`config.mk`:
```
export PLATFORM = sky130hd
export DESIGN_NAME = snn_train_sequencer
export DESIGN_NICKNAME = d
export VERILOG_FILES = /design/src/rtl/snn_train_sequencer.sv
export SDC_FILE = /design/constraint.sdc
export NUM_CORES = 1
export LEC_CHECK = 0
export BUFFER_PORTS_ARGS = -buffer_cell sky130_fd_sc_hd__buf_2
export CORE_ASPECT_RATIO = 1.5
export CORE_MARGIN = 3
export CORE_UTILIZATION = 57
export DETAILED_ROUTE_END_ITERATION = 16
export PLACE_DENSITY_LB_ADDON = 0.08
export SETUP_SLACK_MARGIN = 0.2
export SLEW_MARGIN = 20
export SYNTH_ARGS = -nofsm -noshare
export SYNTH_HDL_FRONTEND = slang
export SYNTH_SLANG_ARGS = --single-unit
```
`constraint.sdc`:
```
create_clock -name CLK -period 2.7 [get_ports CLK]
set_input_delay 0.54 -clock CLK [delete_from_list [all_inputs] [get_ports CLK]]
set_output_delay 0.54 -clock CLK [all_outputs]
set_load 0.02 [all_outputs]
```
`src/rtl/snn_train_sequencer.sv`:
```
// Purpose : schedules image presentation, rest gaps, teacher labels and STDP gating
//           for the spiking digit network; loops images for a number of epochs.
// Latency : every output is registered and moves one CLK after its cause (EN_NEURON tick,
//           START, ABORT); RST clears everything asynchronously.
// Flow    : no backpressure; progress is paced purely by EN_NEURON, which freezes the
//           sequencer (outputs held) while low.
// Ports   : CLK, RST (async active-low), START, ABORT, MODE (1=train), EN_NEURON in;
//           IMAGE/LABEL one-hot selects, TRAIN_EN, BUSY, DONE pulse, IMG_IDX, EPOCH_CNT out.
module snn_train_sequencer #(
  parameter int NUM_IMAGES = 10,
  parameter int LABEL_W    = 6,
  parameter int IDX_W      = 3,
  parameter logic [NUM_IMAGES*IDX_W-1:0] LABEL_MAP = 30'h1A22C688,
  parameter int WINDOW      = 150,
  parameter int PRESENT_WIN = 4,
  parameter int REST_WIN    = 1,
  parameter int EPOCHS      = 8,
  localparam int IMG_W = (NUM_IMAGES > 1) ? $clog2(NUM_IMAGES) : 1
) (
  input  logic                  CLK,
  input  logic                  RST,
  input  logic                  START,
  input  logic                  ABORT,
  input  logic                  MODE,
  input  logic                  EN_NEURON,
  output logic [NUM_IMAGES-1:0] IMAGE,
  output logic [LABEL_W-1:0]    LABEL,
  output logic                  TRAIN_EN,
  output logic                  BUSY,
  output logic                  DONE,
  output logic [IMG_W-1:0]      IMG_IDX,
  output logic [7:0]            EPOCH_CNT
);

  localparam int TICK_W  = (WINDOW > 1) ? $clog2(WINDOW) : 1;
  localparam int WIN_MAX = (PRESENT_WIN > REST_WIN) ? PRESENT_WIN : REST_WIN;
  localparam int WIN_W   = (WIN_MAX > 1) ? $clog2(WIN_MAX) : 1;

  localparam logic [TICK_W-1:0] TICK_LAST = TICK_W'(WINDOW - 1);
  localparam logic [WIN_W-1:0]  PRES_LAST = WIN_W'(PRESENT_WIN - 1);
  // Only meaningful when REST_WIN >= 1; with REST_WIN == 0 the REST state is never entered.
  localparam logic [WIN_W-1:0]  REST_LAST = WIN_W'(REST_WIN - 1);

  typedef enum logic [1:0] {S_IDLE, S_PRESENT, S_REST, S_DONE} state_t;

  state_t              state;
  logic [TICK_W-1:0]   tick_cnt;
  logic [WIN_W-1:0]    win_cnt;
  logic                run_mode;

  logic                last_img;
  logic                tick_last;
  logic                win_last;
  logic                run_over;
  logic [IMG_W-1:0]    nxt_idx;
  logic [7:0]          epoch_inc;

  function automatic logic [NUM_IMAGES-1:0] img_onehot(input logic [IMG_W-1:0] idx);
    logic [NUM_IMAGES-1:0] oh;
    oh = '0;
    for (int i = 0; i < NUM_IMAGES; i++) oh[i] = (idx == IMG_W'(i));
    return oh;
  endfunction

  // Label indices that fall outside the neuron range decode to all-zero.
  function automatic logic [LABEL_W-1:0] label_onehot(input logic [IMG_W-1:0] idx);
    logic [IDX_W-1:0]   fld;
    logic [LABEL_W-1:0] oh;
    fld = '0;
    oh  = '0;
    for (int i = 0; i < NUM_IMAGES; i++)
      if (idx == IMG_W'(i)) fld = LABEL_MAP[i*IDX_W +: IDX_W];
    for (int j = 0; j < LABEL_W; j++) oh[j] = (fld == IDX_W'(j));
    return oh;
  endfunction

  always_comb begin
    last_img  = (IMG_IDX == IMG_W'(NUM_IMAGES - 1));
    nxt_idx   = last_img ? '0 : IMG_IDX + IMG_W'(1);
    epoch_inc = (EPOCH_CNT == 8'hFF) ? 8'hFF : EPOCH_CNT + 8'd1;
    // Inference runs are a single pass regardless of EPOCHS.
    run_over  = last_img && (int'(epoch_inc) == (run_mode ? EPOCHS : 1));
    tick_last = (tick_cnt == TICK_LAST);
    win_last  = (state == S_PRESENT) ? (win_cnt == PRES_LAST) : (win_cnt == REST_LAST);
  end

  always_ff @(posedge CLK or negedge RST) begin
    if (!RST) begin
      state     <= S_IDLE;
      tick_cnt  <= '0;
      win_cnt   <= '0;
      run_mode  <= 1'b0;
      IMAGE     <= '0;
      LABEL     <= '0;
      TRAIN_EN  <= 1'b0;
      BUSY      <= 1'b0;
      DONE      <= 1'b0;
      IMG_IDX   <= '0;
      EPOCH_CNT <= '0;
    end else if (ABORT && state != S_IDLE) begin
      // Abort leaves the counters where they were; only the visible outputs drop.
      state    <= S_IDLE;
      IMAGE    <= '0;
      LABEL    <= '0;
      TRAIN_EN <= 1'b0;
      BUSY     <= 1'b0;
      DONE     <= 1'b0;
    end else begin
      unique case (state)
        S_IDLE: begin
          DONE <= 1'b0;
          if (START && !ABORT) begin
            state     <= S_PRESENT;
            run_mode  <= MODE;
            IMG_IDX   <= '0;
            EPOCH_CNT <= '0;
            tick_cnt  <= '0;
            win_cnt   <= '0;
            IMAGE     <= img_onehot('0);
            LABEL     <= MODE ? label_onehot('0) : '0;
            TRAIN_EN  <= MODE;
            BUSY      <= 1'b1;
          end
        end

        S_PRESENT, S_REST: begin
          if (EN_NEURON) begin
            if (!tick_last) begin
              tick_cnt <= tick_cnt + TICK_W'(1);
            end else begin
              tick_cnt <= '0;
              if (!win_last) begin
                win_cnt <= win_cnt + WIN_W'(1);
              end else begin
                win_cnt <= '0;
                if (state == S_PRESENT && REST_WIN != 0) begin
                  state <= S_REST;
                  IMAGE <= '0;
                  LABEL <= '0;
                end else begin
                  // Next-image step, taken on the same tick that closes the window.
                  IMG_IDX <= nxt_idx;
                  if (last_img) EPOCH_CNT <= epoch_inc;
                  if (run_over) begin
                    state    <= S_DONE;
                    IMAGE    <= '0;
                    LABEL    <= '0;
                    TRAIN_EN <= 1'b0;
                    BUSY     <= 1'b0;
                    DONE     <= 1'b1;
                  end else begin
                    state <= S_PRESENT;
                    IMAGE <= img_onehot(nxt_idx);
                    LABEL <= run_mode ? label_onehot(nxt_idx) : '0;
                  end
                end
              end
            end
          end
        end

        S_DONE: begin
          state <= S_IDLE;
          DONE  <= 1'b0;
        end

        default: state <= S_IDLE;
      endcase
    end
  end

endmodule
```
# Word level (Yosys, flattened, before mapping)
# Cells that the tools add are included.
[op_classes] multipliers=0 muxes=85 shifts=0 n_addsub=4 reduce_logical=22 bitwise_logic=1 n_eq_ne=34 div_mod_pow=0 n_lt_le_gt_ge=0
[ops] cell="$mux 8" n=9
[ops] cell="$mux 10" n=7
[ops] cell="$mux 6" n=8
[ops] cell="$mux 3" n=15
[ops] cell="$pmux 8 s2" n=2
[ops] cell="$mux 4" n=7
[ops] cell="$mux 2" n=11
[ops] cell="$pmux 10 s2" n=1
[ops] cell="$mux 1" n=18
[ops] cell="$ne 3x3->1 const B" n=6
[ops] cell="$add 8x1->8 const B" n=2
[ops] cell="$eq 4x3->1 const B" n=4
[ops] cell="$eq 8x8->1 const B" n=2
[ops] cell="$reduce_and 5->1" n=3
[ops] cell="$reduce_and 7->1" n=2
[ops] cell="$eq 4x4->1 const B" n=3
[ops] cell="$ne 2x2->1 const B" n=6
[ops] cell="$pmux 6 s2" n=1
[ops] cell="$eq 4x2->1 const B" n=2
[ops] cell="$eq 8x4->1" n=1
[ops] cell="$pmux 4 s2" n=1
[ops] cell="$reduce_and 4->1" n=2
[ops] cell="$reduce_and 8->1" n=1
[ops] cell="$eq 2x2->1 const B" n=3
[ops] cell="20 further kinds" n=29
[word_totals] latch_bits=0 n_memories=0 output_inout_bits=31 ram_bits=0 romBits=0 input_bits=6 elab_cells=157 regBits=44

# Logic depth before layout (Yosys ltp)
[logic_depth] depth_word=28 mapped_depth=10 ltp_nobuf=7

# Worst setup path after synthesis
# Ideal clock, no wire load.
[synth_path] kind="reg-to-reg" start="reg EPOCH_CNT[0]" end="reg IMAGE[1]" arrival_ns=1.988 setup_ns=0.110 period_less_slack_ns=2.098 path_stages_with_launch=8 setup_slack_ns=0.602 required_time_ns=2.590 path_buffers=1 cell_sequence="dfrtp_1 -> ha_1 -> and3_1 -> clkbuf_1 -> and3_1 -> o221ai_4 -> nand2_1 -> o41ai_1"
[synth_via] elab_chain_cells=11 elab_cells_between_ends=12 classes_between="add/sub (1); eq/ne (2); mux (8); reduce/logical (1)"
[synth_lines] item="start, declared" line="32" text="output logic [7:0] EPOCH_CNT"
[synth_lines] item="start signal, assigned" line="143" text="if (last_img) EPOCH_CNT <= epoch_inc;"
[synth_lines] item="$add 8x1->8 / $eq 8x8->1 (equally long branches)" line="80" text="epoch_inc = (EPOCH_CNT == 8'hFF) ? 8'hFF : EPOCH_CNT + 8'd1;"
[synth_lines] item="$mux 8 *" line="80"
[synth_lines] item="$eq 8x4->1 *" line="82" text="run_over = last_img && (int'(epoch_inc) == (run_mode ? EPOCHS : 1));"
[synth_lines] item="$logic_and 1x1->1 *" line="82"
[synth_lines] item="$mux 10 *" line="144" text="if (run_over) begin"
[synth_lines] item="$mux 10 *" line="136" text="if (state == S_PRESENT && REST_WIN != 0) begin"
[synth_lines] item="$mux 10 *" line="132" text="if (!win_last) begin"
[synth_lines] item="$mux 10 *" line="128" text="if (!tick_last) begin"
[synth_lines] item="$mux 10 *" line="127" text="if (EN_NEURON) begin"
[synth_lines] item="$pmux 10 s2 *" line="109" text="unique case (state)"
[synth_lines] item="$mux 10 *" line="100" text="end else if (ABORT && state != S_IDLE) begin"
[synth_lines] item="end signal, assigned" line="119" text="IMAGE <= img_onehot('0);"
[synth_lines] item="end signal, assigned" line="153" text="IMAGE <= img_onehot(nxt_idx);"
[synth_lines] item="end, declared" line="26" text="output logic [NUM_IMAGES-1:0] IMAGE,"
# Mark *: on every way between the ends. The rest lies on a longest branch, timed or not. The select of a mux whose other input is x is not followed.
# A chain may end at the register's enable or synchronous reset.

# Worst setup path after layout
[layout_path] start="reg state[1]" end="reg IMAGE[4]"
[layout_via] elab_chain_cells=7 elab_cells_between_ends=19 classes_between="eq/ne (6); mux (7); reduce/logical (6)"
[layout_lines] item="start, declared" line="46" text="state_t state;"
[layout_lines] item="start signal, assigned" line="89" text="state <= S_IDLE;"
[layout_lines] item="start signal, assigned" line="102" text="state <= S_IDLE;"
[layout_lines] item="start signal, assigned" line="113" text="state <= S_PRESENT;"
[layout_lines] item="$eq 2x1->1" line="84, 109, 136"
[layout_lines] item="$mux 10" line="136"
[layout_lines] item="$mux 10" line="132"
[layout_lines] item="$mux 10" line="128"
[layout_lines] item="$mux 10" line="127"
[layout_lines] item="$pmux 10 s2" line="109"
[layout_lines] item="$mux 10" line="100"
# Parallel ways exist; a longest one is shown, timed or not. The select of a mux whose other input is x is not followed.

==> impl_metrics.env <==
export IMPL_htreeDepth=2
export IMPL_worstSetupEndpointType="flip-flop"
export IMPL_pwr_share_seq=0.327
export IMPL_fin_area_sq_um=2880
export IMPL_min_period_ns=2.27
export IMPL_period_share=0.840
export IMPL_cap_violations=0
export IMPL_crit_type="flip-flop to flip-flop"
export IMPL_setup_tns_ns=0
export IMPL_drt_iter0_markers=117
export IMPL_cts_tree="built"
export IMPL_worst_pin_slew_ns=0.992
export IMPL_die_y_microns=88.3
export IMPL_placedCellCount=351
export IMPL_area_growth_pct=12.0
export IMPL_dp_hpwl_microns=4240
export IMPL_synth_edf_count=0
export IMPL_finalHoldViolCount=0
export IMPL_firstDrtPassIters=5
export IMPL_drc=0
export IMPL_grt_overflow_total=0
export IMPL_final_nets=327
export IMPL_synth_top_cell_area_share=0.428
export IMPL_initial_core_util=0.601
export IMPL_grt_use_met2=0.403
export IMPL_antenna_found_initial=0
export IMPL_cts_buffers=5
export IMPL_synth_top_cell_by_area="dfrtp_1"
export IMPL_p_int_mw=1.50
export IMPL_synth_area_sq_um=2570
export IMPL_clk_path_buf_depth=2
export IMPL_io_pins=37
export IMPL_cp_required_ns=2.90
export IMPL_yosys_register_bits=44
export IMPL_drt_wirelength_per_cell_microns=16.0
export IMPL_layout_commonest_cell="dfrtp_1"
export IMPL_max_freq_mhz=441
export IMPL_leakage_nw=1.43
export IMPL_grt_pass1_wl_microns=9670
export IMPL_p_sw_frac=0.456
export IMPL_syn_nets=290
export IMPL_combinationalPowerShare=0.518
export IMPL_core_sq_um=4280
export IMPL_vdd_drop_max_uv=487
export IMPL_setup_violations=0
export IMPL_drive_gt1_frac=0.214
export IMPL_slew_violations=0
export IMPL_r2r_start="state[1]"
export IMPL_gp_congestion=0.866
export IMPL_fillers=361
export IMPL_path_clk_slew_ns=0.08
export IMPL_synth_area_leaders="dfrtp_1 (43%), nand2_1 (6.0%), ha_1 (4.4%), a21oi_1 (3.3%), nand3_1 (2.5%)"
export IMPL_dieArea_sq_um=5380
export IMPL_port_buffers=36
export IMPL_min_path_type="input port to async pin"
export IMPL_ys_seq_area_frac=0.428
export IMPL_post_cts_repair_setup_buffers=0
export IMPL_top_usage_layer="met2"
export IMPL_grt_use_total=0.236
export IMPL_cts_root_buf="clkbuf_8"
export IMPL_clock_latency_ns=0.30
export IMPL_antenna_cells=0
export IMPL_syn_inst=275
export IMPL_final_cells=359
export IMPL_vias_per_cell=6.12
export IMPL_layout_common_cells="dfrtp_1 (44), nand2_1 (41), buf_2 (36), nor2_1 (17), a21oi_1 (17)"
export IMPL_vias=2197
export IMPL_status="finished, final reports clean"
export IMPL_async_reset_ff_frac=1.00
export IMPL_rsz0062_at_grt="false"
export IMPL_placed_cell_area_sq_um=2790
export IMPL_cts_sinks=44
export IMPL_grt_met1_usage=0.279
export IMPL_worstPathArrival_ns=2.47
export IMPL_relSlewSlack=0.338
export IMPL_grt_max_degree=45
export IMPL_critPathLaunch="state[1]"
export IMPL_start_kind="flip-flop"
export IMPL_yosysUniqueCellTypes=58
export IMPL_num_rows=29
export IMPL_fp_dieW_microns=60.9
export IMPL_postRouteAntennaNets=0
export IMPL_syn_mean_instance_area_sq_um=9.36
export IMPL_power_density_nw_per_um2=955
export IMPL_yosysWarnings=0
export IMPL_first_global_vias=2118
export IMPL_finalClockSkew_ns=0.00773
export IMPL_synthFlopType="dfrtp_1"
export IMPL_switching_power_mw=1.26
export IMPL_cp_max_fo=18
export IMPL_met3_usage=0.0336
export IMPL_clkPwrFrac=0.155
export IMPL_routed_wl_microns=5750
==> sequential cells by signal, summed over array words and instances, names as in the netlist, 2 cells and up <==
| signal | cells |
|---|---|
| EPOCH_CNT | 8 |
| win_cnt | 2 |
| state | 2 |
| IMAGE | 10 |
| LABEL | 6 |
| tick_cnt | 8 |
| IMG_IDX | 4 |
==> synthesized netlist by cell type, types with 3 or more instances <==
cell,number
a21oi_1,17
and2_1,3
and3_1,8
buf_2,3
clkbuf_1,4
dfrtp_1,44
ha_1,9
inv_1,13
nand2_1,41
nand2b_1,4
nand3_1,13
nand4_1,4
nor2_1,17
nor2b_1,4
nor3_1,5
o21ai_0,13
o31ai_1,6
o41ai_1,5
xor2_1,4
==> stage by stage <==
| stage | power [mW] | util | worst slack, ns | hold slack, ns |
|---|---|---|---|---|
| 6_report | 2.75 | 0.674 | 0.432 | 0.390 |
| 5_1_grt | 2.99 | 0.674 | 0.241 | 0.462 |
| 4_1_cts | 2.75 | 0.672 | 0.351 | 0.430 |
| 3_5_place_dp | 2.32 | 0.651 | 0.377 | 0.455 |
| 3_3_place_gp | 2.29 | 0.651 | 0.452 | 0.452 |
| 2_1_floorplan | 1.99 | - | 0.602 | 0.244 |
==> worst paths after layout <==
kind | endpoint | slack [ns] | depth (start not counted)
max in group asynchronous | IMG_IDX[2] | 1.69 | 1
min in group CLK | LABEL[4] | 0.47 | 2
worst max register to register | IMAGE[4] | 0.43 | 7
worst min-delay path | IMAGE[0] | 0.39 | 1
worst min register to register | LABEL[4] | 0.47 | 2
worst max-delay path | IMAGE[4] | 0.43 | 7
==> what timing repair did <==
| item | in CTS | in global routing |
|---|---|---|
| hold buffers | 0 | 0 |
| gates resized for setup | 0 | 2 |
| endpoints found under the setup margin | 0 | 5 |
==> cell type report <==
class                   count  area, sq um  area share
multi-input cells         206         1360       0.471
clock buffers               6         82.6      0.0286
clock inverters             2         10.0     0.00347
repair buffers             42          225      0.0781
flip-flops and latches     44         1100       0.382
inverters                  13         48.8      0.0169
well taps                  46         57.6      0.0200
==> per-layer routing <==
layer,up-vias,part of all wire
li1,1075,-
met4,0,0.044
met3,18,0.037
met1,1048,0.40
met2,56,0.51
met5,-,0
==> critical path: stages (launching register included) <==
cell	delay (ns)
dfrtp_1	0.41
inv_1	0.10
ha_2	0.26
mux2i_1	0.11
nand4b_4	0.19
a221o_1	0.51
buf_4	0.25
o41ai_1	0.33
==> power by group through the flow <==
stage          registers (mW)  clock network (mW)  logic, mW
4_1_cts                 0.899               0.436       1.41
3_5_place_dp            0.911                   0       1.41
3_3_place_gp            0.906                   0       1.39
5_1_grt                 0.917               0.467       1.61
6_report                0.900               0.428       1.43
2_1_floorplan           0.942                   0       1.05
==> kinds of logic (layout without fill, tap and decap cells) <==
kind of cell,count (synthesis),in the layout,synth area share
multiplexers,4,4,0.0165
buffers and inverters,25,63,0.0466
AO/OA/AOI/OAI,69,69,0.195
AND/OR/NAND/NOR,119,119,0.254
flip-flops,44,44,0.428
XOR/XNOR,5,5,0.0170
adder cells (fa/ha/maj),9,9,0.0437
No activity file was read; power rests on OpenSTA's default activity.
